--- config.mk ---
export PLATFORM = sky130hd
export DESIGN_NAME = stopwatch_ctrl
export DESIGN_NICKNAME = d
export VERILOG_FILES = /design/src/rtl/stopwatch_pkg.sv /design/src/rtl/bcd_mmss_counter.sv /design/src/rtl/stopwatch_ctrl.sv
export SDC_FILE = /design/constraint.sdc
export NUM_CORES = 1
export LEC_CHECK = 0
export ABC_CLOCK_PERIOD_IN_PS = 7500
export CAP_MARGIN = 20
export CORE_ASPECT_RATIO = 0.9
export CORE_MARGIN = 5
export CORE_UTILIZATION = 61
export DETAILED_ROUTE_END_ITERATION = 8
export GPL_TIMING_DRIVEN = 0
export PLACE_DENSITY = 0.86
export SLEW_MARGIN = 25
export SYNTH_ARGS = -nofsm -noshare
export SYNTH_HDL_FRONTEND = slang
export SYNTH_HIERARCHICAL = 1
export SYNTH_SLANG_ARGS = --single-unit
--- constraint.sdc ---
create_clock -name i_clk -period 7.5 [get_ports i_clk]
set_clock_uncertainty 0.15 [all_clocks]
set_input_delay 1.5 -clock i_clk [delete_from_list [all_inputs] [get_ports i_clk]]
set_output_delay 1.5 -clock i_clk [all_outputs]
set_load 0.02 [all_outputs]
--- src/rtl/stopwatch_pkg.sv ---
// Shared types and constants for the stopwatch: FSM states and BCD digit limits.
package stopwatch_pkg;

  typedef enum logic [1:0] {
    ST_IDLE  = 2'd0,
    ST_RUN   = 2'd1,
    ST_PAUSE = 2'd2,
    ST_LAP   = 2'd3
  } state_t;

  localparam logic [3:0] SEC_T_MAX = 4'd5;
  localparam logic [3:0] UNIT_MAX  = 4'd9;
  localparam logic [3:0] MIN_T_MAX = 4'd5;

  typedef struct packed {
    logic [3:0] min_t;
    logic [3:0] min_u;
    logic [3:0] sec_t;
    logic [3:0] sec_u;
  } mmss_t;

endpackage

--- src/rtl/bcd_mmss_counter.sv ---
// BCD mm:ss counter with synchronous clear and a one-second increment strobe.
// 59:59 rolls over silently to 00:00.
module bcd_mmss_counter
  import stopwatch_pkg::*;
(
  input  logic       i_clk,
  input  logic       i_rst_n,
  input  logic       i_clr,
  input  logic       i_inc,
  output logic [3:0] o_min_t,
  output logic [3:0] o_min_u,
  output logic [3:0] o_sec_t,
  output logic [3:0] o_sec_u
);

  logic [3:0] r_min_t, r_min_u, r_sec_t, r_sec_u;
  logic [3:0] w_min_t, w_min_u, w_sec_t, w_sec_u;

  // Next-count logic: clear wins over increment; increment ripples carries upward.
  always_comb begin
    w_min_t = r_min_t;
    w_min_u = r_min_u;
    w_sec_t = r_sec_t;
    w_sec_u = r_sec_u;
    if (i_clr) begin
      w_min_t = 4'd0;
      w_min_u = 4'd0;
      w_sec_t = 4'd0;
      w_sec_u = 4'd0;
    end else if (i_inc) begin
      if (r_sec_u == UNIT_MAX) begin
        w_sec_u = 4'd0;
        if (r_sec_t == SEC_T_MAX) begin
          w_sec_t = 4'd0;
          if (r_min_u == UNIT_MAX) begin
            w_min_u = 4'd0;
            if (r_min_t == MIN_T_MAX) begin
              w_min_t = 4'd0;
            end else begin
              w_min_t = r_min_t + 4'd1;
            end
          end else begin
            w_min_u = r_min_u + 4'd1;
          end
        end else begin
          w_sec_t = r_sec_t + 4'd1;
        end
      end else begin
        w_sec_u = r_sec_u + 4'd1;
      end
    end else begin
      w_sec_u = r_sec_u;
    end
  end

  // Digit registers with synchronous active-low reset.
  always_ff @(posedge i_clk) begin
    if (!i_rst_n) begin
      r_min_t <= 4'd0;
      r_min_u <= 4'd0;
      r_sec_t <= 4'd0;
      r_sec_u <= 4'd0;
    end else begin
      r_min_t <= w_min_t;
      r_min_u <= w_min_u;
      r_sec_t <= w_sec_t;
      r_sec_u <= w_sec_u;
    end
  end

  assign o_min_t = r_min_t;
  assign o_min_u = r_min_u;
  assign o_sec_t = r_sec_t;
  assign o_sec_u = r_sec_u;

endmodule

--- src/rtl/stopwatch_ctrl.sv ---
// Stopwatch control: start/stop and lap/reset FSM, one-second prescaler,
// lap snapshot register and display mux feeding the 7-segment scanner.
module stopwatch_ctrl
  import stopwatch_pkg::*;
#(
  parameter int TICK_DIV = 100_000_000,
  parameter int PRE_W    = 27
) (
  input  logic       i_clk,
  input  logic       i_rst_n,
  input  logic       i_start_pulse,
  input  logic       i_lap_pulse,
  output logic [3:0] o_disp_min_t,
  output logic [3:0] o_disp_min_u,
  output logic [3:0] o_disp_sec_t,
  output logic [3:0] o_disp_sec_u,
  output logic       o_running,
  output logic [1:0] o_state
);

  localparam logic [PRE_W-1:0] PRE_LAST = PRE_W'(TICK_DIV - 1);

  state_t           r_state;
  state_t           w_state_next;
  logic [PRE_W-1:0] r_pre;
  logic [PRE_W-1:0] w_pre_next;
  mmss_t            r_snap;
  mmss_t            w_live;
  mmss_t            w_disp;
  logic             w_start;
  logic             w_lap;
  logic             w_counting;
  logic             w_tick;
  logic             w_take_snap;
  logic             w_clr;

  // Start has priority: a lap pulse in the same cycle is dropped.
  assign w_start    = i_start_pulse;
  assign w_lap      = i_lap_pulse & ~i_start_pulse;
  assign w_counting = (r_state == ST_RUN) || (r_state == ST_LAP);
  assign w_tick     = w_counting && (r_pre == PRE_LAST);

  // FSM next state plus the snapshot-capture and count-clear strobes.
  always_comb begin
    w_state_next = r_state;
    w_take_snap  = 1'b0;
    w_clr        = 1'b0;
    case (r_state)
      ST_IDLE: begin
        if (w_start) begin
          w_state_next = ST_RUN;
        end else begin
          w_state_next = ST_IDLE;
        end
      end
      ST_RUN: begin
        if (w_start) begin
          w_state_next = ST_PAUSE;
        end else if (w_lap) begin
          w_state_next = ST_LAP;
          w_take_snap  = 1'b1;
        end else begin
          w_state_next = ST_RUN;
        end
      end
      ST_LAP: begin
        if (w_start) begin
          w_state_next = ST_PAUSE;
        end else if (w_lap) begin
          w_state_next = ST_RUN;
        end else begin
          w_state_next = ST_LAP;
        end
      end
      ST_PAUSE: begin
        if (w_start) begin
          w_state_next = ST_RUN;
        end else if (w_lap) begin
          w_state_next = ST_IDLE;
          w_clr        = 1'b1;
        end else begin
          w_state_next = ST_PAUSE;
        end
      end
      default: begin
        w_state_next = ST_IDLE;
      end
    endcase
  end

  // Prescaler next value: zero in IDLE or on clear, counts in RUN/LAP, holds in PAUSE.
  always_comb begin
    w_pre_next = r_pre;
    if (w_clr || (r_state == ST_IDLE)) begin
      w_pre_next = '0;
    end else if (w_tick) begin
      w_pre_next = '0;
    end else if (w_counting) begin
      w_pre_next = r_pre + PRE_W'(1);
    end else begin
      w_pre_next = r_pre;
    end
  end

  // State, prescaler and lap snapshot registers.
  always_ff @(posedge i_clk) begin
    if (!i_rst_n) begin
      r_state <= ST_IDLE;
      r_pre   <= '0;
      r_snap  <= '0;
    end else begin
      r_state <= w_state_next;
      r_pre   <= w_pre_next;
      if (w_take_snap) begin
        r_snap <= w_live;
      end
    end
  end

  bcd_mmss_counter u_count (
    .i_clk   (i_clk),
    .i_rst_n (i_rst_n),
    .i_clr   (w_clr),
    .i_inc   (w_tick),
    .o_min_t (w_live.min_t),
    .o_min_u (w_live.min_u),
    .o_sec_t (w_live.sec_t),
    .o_sec_u (w_live.sec_u)
  );

  // Display shows the frozen lap snapshot in LAP, otherwise the live count.
  always_comb begin
    if (r_state == ST_LAP) begin
      w_disp = r_snap;
    end else begin
      w_disp = w_live;
    end
  end

  assign o_disp_min_t = w_disp.min_t;
  assign o_disp_min_u = w_disp.min_u;
  assign o_disp_sec_t = w_disp.sec_t;
  assign o_disp_sec_u = w_disp.sec_u;
  assign o_running    = w_counting;
  assign o_state      = r_state;

endmodule
# Yosys cells after proc, flatten, opt, wreduce, memory -nomap -nowiden
# Cells that the tools add are included.
[totals] reg_bits=61 output_inout_bits=19 input_bits=4 word_cells=52
[classes] n_eq_ne=8 addsub=5 mux=17 n_reduce_logical=9 bitwise_logic=3
[op_table] cell="$add A27 B1 Y27 const B" n=1
[op_table] cell="$eq A27 B27 Y1 const B" n=1
[op_table] cell="$add A4 B1 Y4 const B" n=4
[op_table] cell="$mux W16" n=1
[op_table] cell="$mux W4" n=4
[op_table] cell="$mux W2" n=6
[op_table] cell="$eq A4 B3 Y1 const B" n=2
[op_table] cell="$eq A4 B4 Y1 const B" n=2
[op_table] cell="$pmux W2 S4" n=1
[op_table] cell="$mux W1" n=5
[op_table] cell="$eq A2 B2 Y1 const B" n=2
[op_table] cell="$reduce_and A4 Y1" n=1
[op_table] cell="$reduce_and A3 Y1" n=1
[op_table] cell="$reduce_or A3 Y1" n=1
[op_table] cell="$eq A2 B1 Y1 const B" n=1
[op_table] cell="$logic_not A2 Y1" n=1
[op_table] cell="$logic_or A1 B1 Y1" n=2
[op_table] cell="$not A1 Y1" n=2
[op_table] cell="$reduce_and A2 Y1" n=1
[op_table] cell="$reduce_or A2 Y1" n=1
[op_table] cell="$and A1 B1 Y1" n=1
[op_table] cell="$logic_and A1 B1 Y1" n=1

# Logic depth before layout (Yosys ltp)
# Gate-level depths: netlist of run 1.
[logic_depth] ltp_word=7 depth_mapped=12 depth_no_buf=8

# Modules after synthesis
# The synthesis of run 1 kept the hierarchy.
[by_module_without_submodules] mod="stopwatch_ctrl" area_each_um2=2269.7 seq_area_each_um2=900.9 cells_per_inst=257 instances=1
[by_module_without_submodules] mod="bcd_mmss_counter" area_each_um2=819.5 seq_area_each_um2=320.3 cells_per_inst=93 instances=1

# Least setup slack after synthesis of run 1
# No wires, ideal clock.
[synth_path] path_kind="flip-flop to output port" start="register r_state[0], in the netlist o_state[0]" end="output o_disp_min_t[0]" required_time_ns=5.850 path_buffers=2 path_slack_ns=4.207 stages_incl_launch_ff=5 arrival_ns=1.643 path_cell_list="dfxtp_1 > clkbuf_1 > nand2_1 > clkbuf_1 > mux2_2"
[synth_between] elab_chain_len=2
[synth_rtl] item="start: declaration" line="stopwatch_ctrl.sv:23" source="state_t r_state;"
[synth_rtl] item="start signal: assignment" line="stopwatch_ctrl.sv:112" source="r_state <= w_state_next;"
[synth_rtl] item="$eq A2 B2 Y1" line="stopwatch_ctrl.sv:133" source="if (r_state == ST_LAP) begin"
[synth_rtl] item="$mux W16" line="stopwatch_ctrl.sv:133"
[synth_rtl] item="end: declaration" line="stopwatch_ctrl.sv:13" source="output logic [3:0] o_disp_min_t,"
# No other way between the ends.

# Worst setup path after layout of run 1
[layout_path] start="register r_state[0], in the netlist o_state[0]" end="output o_disp_min_u[0]"
[layout_between] elab_chain_len=2
[layout_rtl] item="$eq A2 B2 Y1" line="stopwatch_ctrl.sv:133"
[layout_rtl] item="$mux W16" line="stopwatch_ctrl.sv:133"
[layout_rtl] item="end: declaration" line="stopwatch_ctrl.sv:14" source="output logic [3:0] o_disp_min_u,"
# No other way between the ends.

==> flow_summary.json, run 1 <==
{
  "status": "complete, no violations",
  "pin_count": 23,
  "yosys.area_share.simple": 0.279,
  "routed_wl_um": 7220,
  "drt_iter0_markers": 170,
  "worstHoldStart": "r_snap[1]$_SDFFE_PN0P_",
  "endpoint_kind": "output port",
  "synth.avg_cell_area_um2": 8.83,
  "synth_edf_count": 0,
  "post_synth_num_cell_types": 51,
  "wl_per_cell_um": 16.0,
  "die_height_um": 77.5,
  "port_buffers": 22,
  "async_flop_share": 0,
  "path_max_fanout": 10,
  "core_um2": 4860,
  "switching_share": 0.229,
  "holdPathEnd": "r_snap[1]$_SDFFE_PN0P_",
  "period_minus_slack_ns": 4.41,
  "clkTransAtPathRegs_ns": 0.06,
  "grt_pass1_wl_um": 12300,
  "postCtsHoldBufs": 0,
  "synth_compound_area_frac": 0.148,
  "synth.top_cells.by_count": "61 x dfxtp_1, 45 x nand2_1, 18 x clkbuf_1",
  "clock_latency_ns": 0.35,
  "grt_pass1_vias": 2613,
  "clkPwrFrac": 0.431,
  "clock_path_buffers": 2,
  "synth.most_common_cell": "dfxtp_1",
  "synthMuxAreaShare": 0.0713,
  "antenna_left": 0,
  "htreeDepth": 3,
  "synth_area_leader_cell": "dfxtp_1",
  "ir_drop_uv": 132,
  "tightest_slew_ns": 0.795,
  "diodes": 0,
  "drv_slew": 0,
  "holdPathStages": 2,
  "grtUsageTotal": 0.230,
  "syn2layout_area_growth_pct": 15.5,
  "gp_congestion": 0.832,
  "post-place-cells": 437,
  "rrSetupSlack_ns": 4.02,
  "synth_fa_ha_area_frac": 0.00405,
  "nets": 388,
  "worst_slack_ns": 3.09,
  "max_slew_margin": 0.469,
  "power.switching_w": 0.000142,
  "p_seq_frac": 0.524,
  "leakage_nw": 1.19,
  "timing.final.crit_share": 0.588,
  "crit_arrival_ns": 2.76,
  "hpwlAfterDp_um": 4900,
  "grt_antenna_before_repair": 0,
  "root_buffer": "clkbuf_8",
  "clock.fmax_mhz": 227,
  "viasPerCell": 5.99,
  "synth_xor_area_frac": 0.0510,
  "r2r_end": "u_count/o_min_u[1]$_SDFFE_PP0P_",
  "powerDensity_nw_per_um2": 175,
  "synth_top_family_by_area": "simple AND/OR/NAND/NOR gates",
  "crit_type": "flip-flop to output port",
  "timing.final.hold_violations": 0,
  "rsz0062_at_grt": "no",
  "ys_ff_latch": 61,
  "worstReg2RegStart": "r_pre[9]$_SDFFE_PP0P_",
  "cts_tree": "built",
  "ys_seq_area_frac": 0.395,
  "r2r_cells": 9,
  "cts_inserted_buffers": 9,
  "dr.pass1.iters": 5,
  "die_w_um": 85.0,
  "ys.warnings.count": 6,
  "place_ws_ns": 3.49,
  "synth_top_area_share": 0.395,
  "fin_cells": 452,
  "grt_max_degree": 14,
  "synth_area_leaders": "dfxtp_1 40%, mux2_2 5.8%, nand2_1 5.5%, xor2_1 4.0%, a21boi_0 3.9%",
  "drive_gt1_frac": 0.121,
  "startpoint_type": "flip-flop",
  "internal_power_w": 0.000481,
  "synthCells": 350,
  "cts_sinks": 61,
  "n_fill_cell": 368,
  "required_ns": 5.85,
  "row_count": 24,
  "netlist_area_um2": 3090,
  "overflow": 0,
  "cts_post_setup_buffers_inserted": 0,
  "synth_ff_type": "dfxtp_1",
  "vias": 2708,
  "cts_resized": 0,
  "synth_nets": 355,
  "drc": 0,
  "die_area_um2": 6590,
  "start_util": 0.635,
  "worstHoldPathType": "flip-flop to flip-flop",
  "pwr-share-comb": 0.045,
  "setup_tns_ns": 0,
  "maxCapViolations": 0,
  "setup_viol": 0
}
==> worst max path at each step <==
stage                                from               to  slack [ns]  depth (start not counted)
finish              o_state[0]$_SDFF_PN0_  o_disp_min_u[0]        3.09                          5
global route        o_state[0]$_SDFF_PN0_  o_disp_min_u[3]        2.91                          5
CTS                 o_state[0]$_SDFF_PN0_  o_disp_min_u[3]        3.11                          5
detailed placement  o_state[0]$_SDFF_PN0_  o_disp_min_u[3]        3.49                          5
global placement    o_state[0]$_SDFF_PN0_  o_disp_sec_t[2]        3.50                          5
floorplan           o_state[0]$_SDFF_PN0_  o_disp_min_t[0]        4.21                          4
==> state kept, by name (all words and copies together), names as in the netlist <==
signal           cells
r_pre               27
u_count/o_min_t      4
u_count/o_sec_t      4
r_snap              16
u_count/o_sec_u      4
o_state              2
u_count/o_min_u      4
==> through the flow <==
| stage | instance area [um2] | total power [W] | util | hold slack [ns] |
|---|---|---|---|---|
| after floorplan | 3090 | 0.000351 | - | 0.283 |
| after global placement | 3390 | 0.000361 | 0.697 | 0.292 |
| after detailed placement | 3390 | 0.000361 | 0.697 | 0.305 |
| after CTS | 3570 | 0.000624 | 0.734 | 0.314 |
| after global routing | 3570 | 0.000646 | 0.734 | 0.330 |
| final | 3570 | 0.000623 | 0.734 | 0.314 |
==> layout make-up <==
class | count | area [um2] | share of cell area
plain buffers | 24 | 123 | 0.0344
clock buffers | 14 | 173 | 0.0484
clock inverters | 1 | 5.00 | 0.00140
inverters | 10 | 37.5 | 0.0105
multi-input cells | 255 | 1710 | 0.479
flip-flops and latches | 61 | 1220 | 0.342
well taps | 65 | 81.3 | 0.0228
repair buffers | 22 | 220 | 0.0617
==> power by group through the flow <==
stage	Combinational [W]	Clock [W]	Sequential, W
finish	0.0000280	0.000269	0.000326
global route	0.0000305	0.000289	0.000326
CTS	0.0000278	0.000270	0.000326
detailed placement	0.0000276	0	0.000334
global placement	0.0000273	0	0.000333
floorplan	0.0000168	0	0.000334
==> per-layer routing <==
metal / vias to the layer above / track usage / wire length, um / part of all wire
li1: 1337 / - / - / -
met1: 1280 / 0.313 / 3430 / 0.48
met2: 78 / 0.341 / 3280 / 0.45
met3: 13 / 0.0742 / 416 / 0.058
met4: 0 / 0.0854 / 95 / 0.013
met5: - / 0 / 0 / 0
==> worst max-delay path, cell delays in order (launching register included) <==
cell             delay (ns)
dfxtp_1                0.41
clkbuf_1               0.39
nand2_1                0.32
clkbuf_1               0.36
mux2_2                 0.32
clkdlybuf4s50_1        0.61
==> cell families after synthesis <==
| kind of cell | after synthesis |
|---|---|
| AOI/OAI and AO/OA | 66 |
| xor gates and xnor gates | 18 |
| and+or+nand+nor | 150 |
| muxes | 20 |
| buffers and inverters | 34 |
| DFF | 61 |
| adders and majority gates | 1 |
==> cell usage in the layout (no fill, tap or decap), types with 5 or more instances in the layout <==
cell / count
or3_1: 11
a211oi_1: 12
nand4_1: 11
a21oi_1: 9
clkdlybuf4s50_1: 22
o21ai_0: 12
inv_1: 10
a21boi_0: 16
mux2_2: 16
nor2b_1: 5
xor2_1: 14
nor3_1: 14
nand2_1: 45
nand3_1: 11
dfxtp_1: 61
o31ai_1: 8
clkbuf_8: 12
or4_1: 10
clkbuf_1: 20
nor2_1: 15
Note: power is estimated with default switching activity, not from simulation.
==> run 2: changes to the inputs <==
- ABC_CLOCK_PERIOD_IN_PS: 7500 -> 4600
- CORE_UTILIZATION: 61 -> 58
- PLACE_DENSITY: 0.86 -> 0.82
- clock period: 7.5 -> 4.6 ns (I/O delays scaled with it)
==> run 2 against run 1 <==
- sequential power increased by 63%
- core utilization decreased by 5.0 points
- final area about the same
- worst setup slack got worse by 2.3 ns
==> flow_summary.json, run 2 (same netlist as run 1, synthesis figures left out) <==
{
  "final_common_cell": "dfxtp_1",
  "core_um2": 5220,
  "cpMostUsedCell": "clkbuf_1",
  "timing.final.hold_violations": 0,
  "largest_register_ffs": 27,
  "grt_antenna_before_repair": 0,
  "status": "complete, no violations",
  "max_slew_margin": 0.447,
  "period_minus_slack_ns": 3.85,
  "nets": 388,
  "pin_count": 23,
  "tightest_slew_ns": 0.828,
  "wl_per_cell_um": 15.6,
  "place_ws_ns": 1.11,
  "hpwlAfterDp_um": 4840,
  "timing.final.crit_share": 0.836,
  "worst_slack_ns": 0.754,
  "cts_post_setup_buffers_inserted": 0,
  "worstHoldPathType": "flip-flop to flip-flop",
  "rsz0062_at_grt": "no",
  "cts_tree": "built",
  "drt_iter0_markers": 126,
  "max_stage_delay_ns": 0.61,
  "clock_path_buffers": 2,
  "startpoint_type": "flip-flop",
  "htreeDepth": 3,
  "syn2layout_area_growth_pct": 15.6,
  "drive_gt1_frac": 0.121,
  "ir_drop_uv": 182,
  "grt_max_degree": 14,
  "leakage_nw": 1.19,
  "gp_congestion": 0.858,
  "root_buffer": "clkbuf_8",
  "start_util": 0.591,
  "critical_path.slowest_cell": "clkdlybuf4s50_1",
  "diodes": 0,
  "die_area_um2": 6890,
  "largest_register": "r_pre",
  "clock.fmax_mhz": 260,
  "vias": 2674,
  "clock_latency_ns": 0.34,
  "powerDensity_nw_per_um2": 284,
  "port_buffers": 22,
  "setup_viol": 0,
  "endpoint_kind": "output port",
  "viasPerCell": 5.89,
  "path_buf_inv": 3,
  "path_max_fanout": 10,
  "grt_pass1_wl_um": 12000,
  "row_count": 25,
  "postCtsHoldBufs": 0,
  "overflow": 0,
  "cts_resized": 0,
  "maxCapViolations": 0,
  "drv_slew": 0,
  "cts_inserted_buffers": 9,
  "critPathTopFamily": "buffers and inverters",
  "setup_tns_ns": 0,
  "dr.pass1.iters": 4,
  "routed_wl_um": 7070,
  "crit_type": "flip-flop to output port",
  "drc": 0,
  "grt_pass1_vias": 2569,
  "die_height_um": 79.2,
  "required_ns": 3.53,
  "grtUsageTotal": 0.223,
  "cts_sinks": 61,
  "clkTransAtPathRegs_ns": 0.07,
  "antenna_left": 0,
  "mostFrequentLayoutCells": "61 x dfxtp_1, 45 x nand2_1, 22 x clkdlybuf4s50_1, 20 x clkbuf_1",
  "reg.largest.list": "r_pre: 27 flops, r_snap: 16 flops",
  "cp_cell_sequence": "clkbuf_1 > nand2_1 > clkbuf_1 > mux2_2 > clkdlybuf4s50_1",
  "crit_arrival_ns": 2.78,
  "die_w_um": 86.9
}
[run 2: cell counts in the layout (fill, tap and decap cells not counted)]
Identical to the previous run, type by type.
[run 2: layer usage]
| layer | global-route usage | up-vias | routed length, um |
|---|---|---|---|
| met2 | 0.334 | 68 | 3200 |
| li1 | - | 1342 | - |
| met1 | 0.298 | 1249 | 3380 |
| met4 | 0.0997 | 0 | 152 |
| met5 | 0 | - | 0 |
| met3 | 0.0581 | 15 | 333 |
[run 2: tightest hold or removal path: stages (launching register included)]
cell      delay, ns
dfxtp_1        0.31
nand2_1        0.05
a21boi_1       0.05
[run 2: final timing paths]
path | from | to | slack [ns] | depth (start not counted)
min reg2reg | r_snap[1]$_SDFFE_PN0P_ | r_snap[1]$_SDFFE_PN0P_ | 0.31 | 2
min | r_snap[1]$_SDFFE_PN0P_ | r_snap[1]$_SDFFE_PN0P_ | 0.31 | 2
max reg2reg | r_pre[9]$_SDFFE_PP0P_ | u_count/o_min_t[2]$_SDFFE_PP0P_ | 1.16 | 9
max | o_state[0]$_SDFF_PN0_ | o_disp_min_u[2] | 0.75 | 5
[run 2: power breakdown]
group	internal, W	leakage [nW]	switching, W
Sequential	0.000530	0.491	0.00000181
Clock	0.000236	0.0926	0.000201
Combinational	0.0000172	0.603	0.0000288
Total	0.000784	1.19	0.000232
[run 2: area by class of cell]
type                            count  area, um2
Inverter                           10       37.5
Clock buffer                       14        173
Multi-Input combinational cell    255       1710
Timing Repair Buffer               22        220
Fill cell                         421       1650
Buffer                             24        123
Sequential cell                    61       1220
Clock inverter                      1       5.00
Tap cell                           67       83.8
[run 2: through the flow]
step | hold slack [ns] | instance area (um2) | utilization | power, W | cells
floorplan | 0.283 | 3090 | - | 0.000572 | 350
global placement | 0.288 | 3390 | 0.650 | 0.000589 | 439
detailed placement | 0.299 | 3390 | 0.650 | 0.000589 | 439
CTS | 0.307 | 3570 | 0.684 | 0.00102 | 454
global route | 0.330 | 3570 | 0.684 | 0.00105 | 454
finish | 0.306 | 3570 | 0.684 | 0.00102 | 454
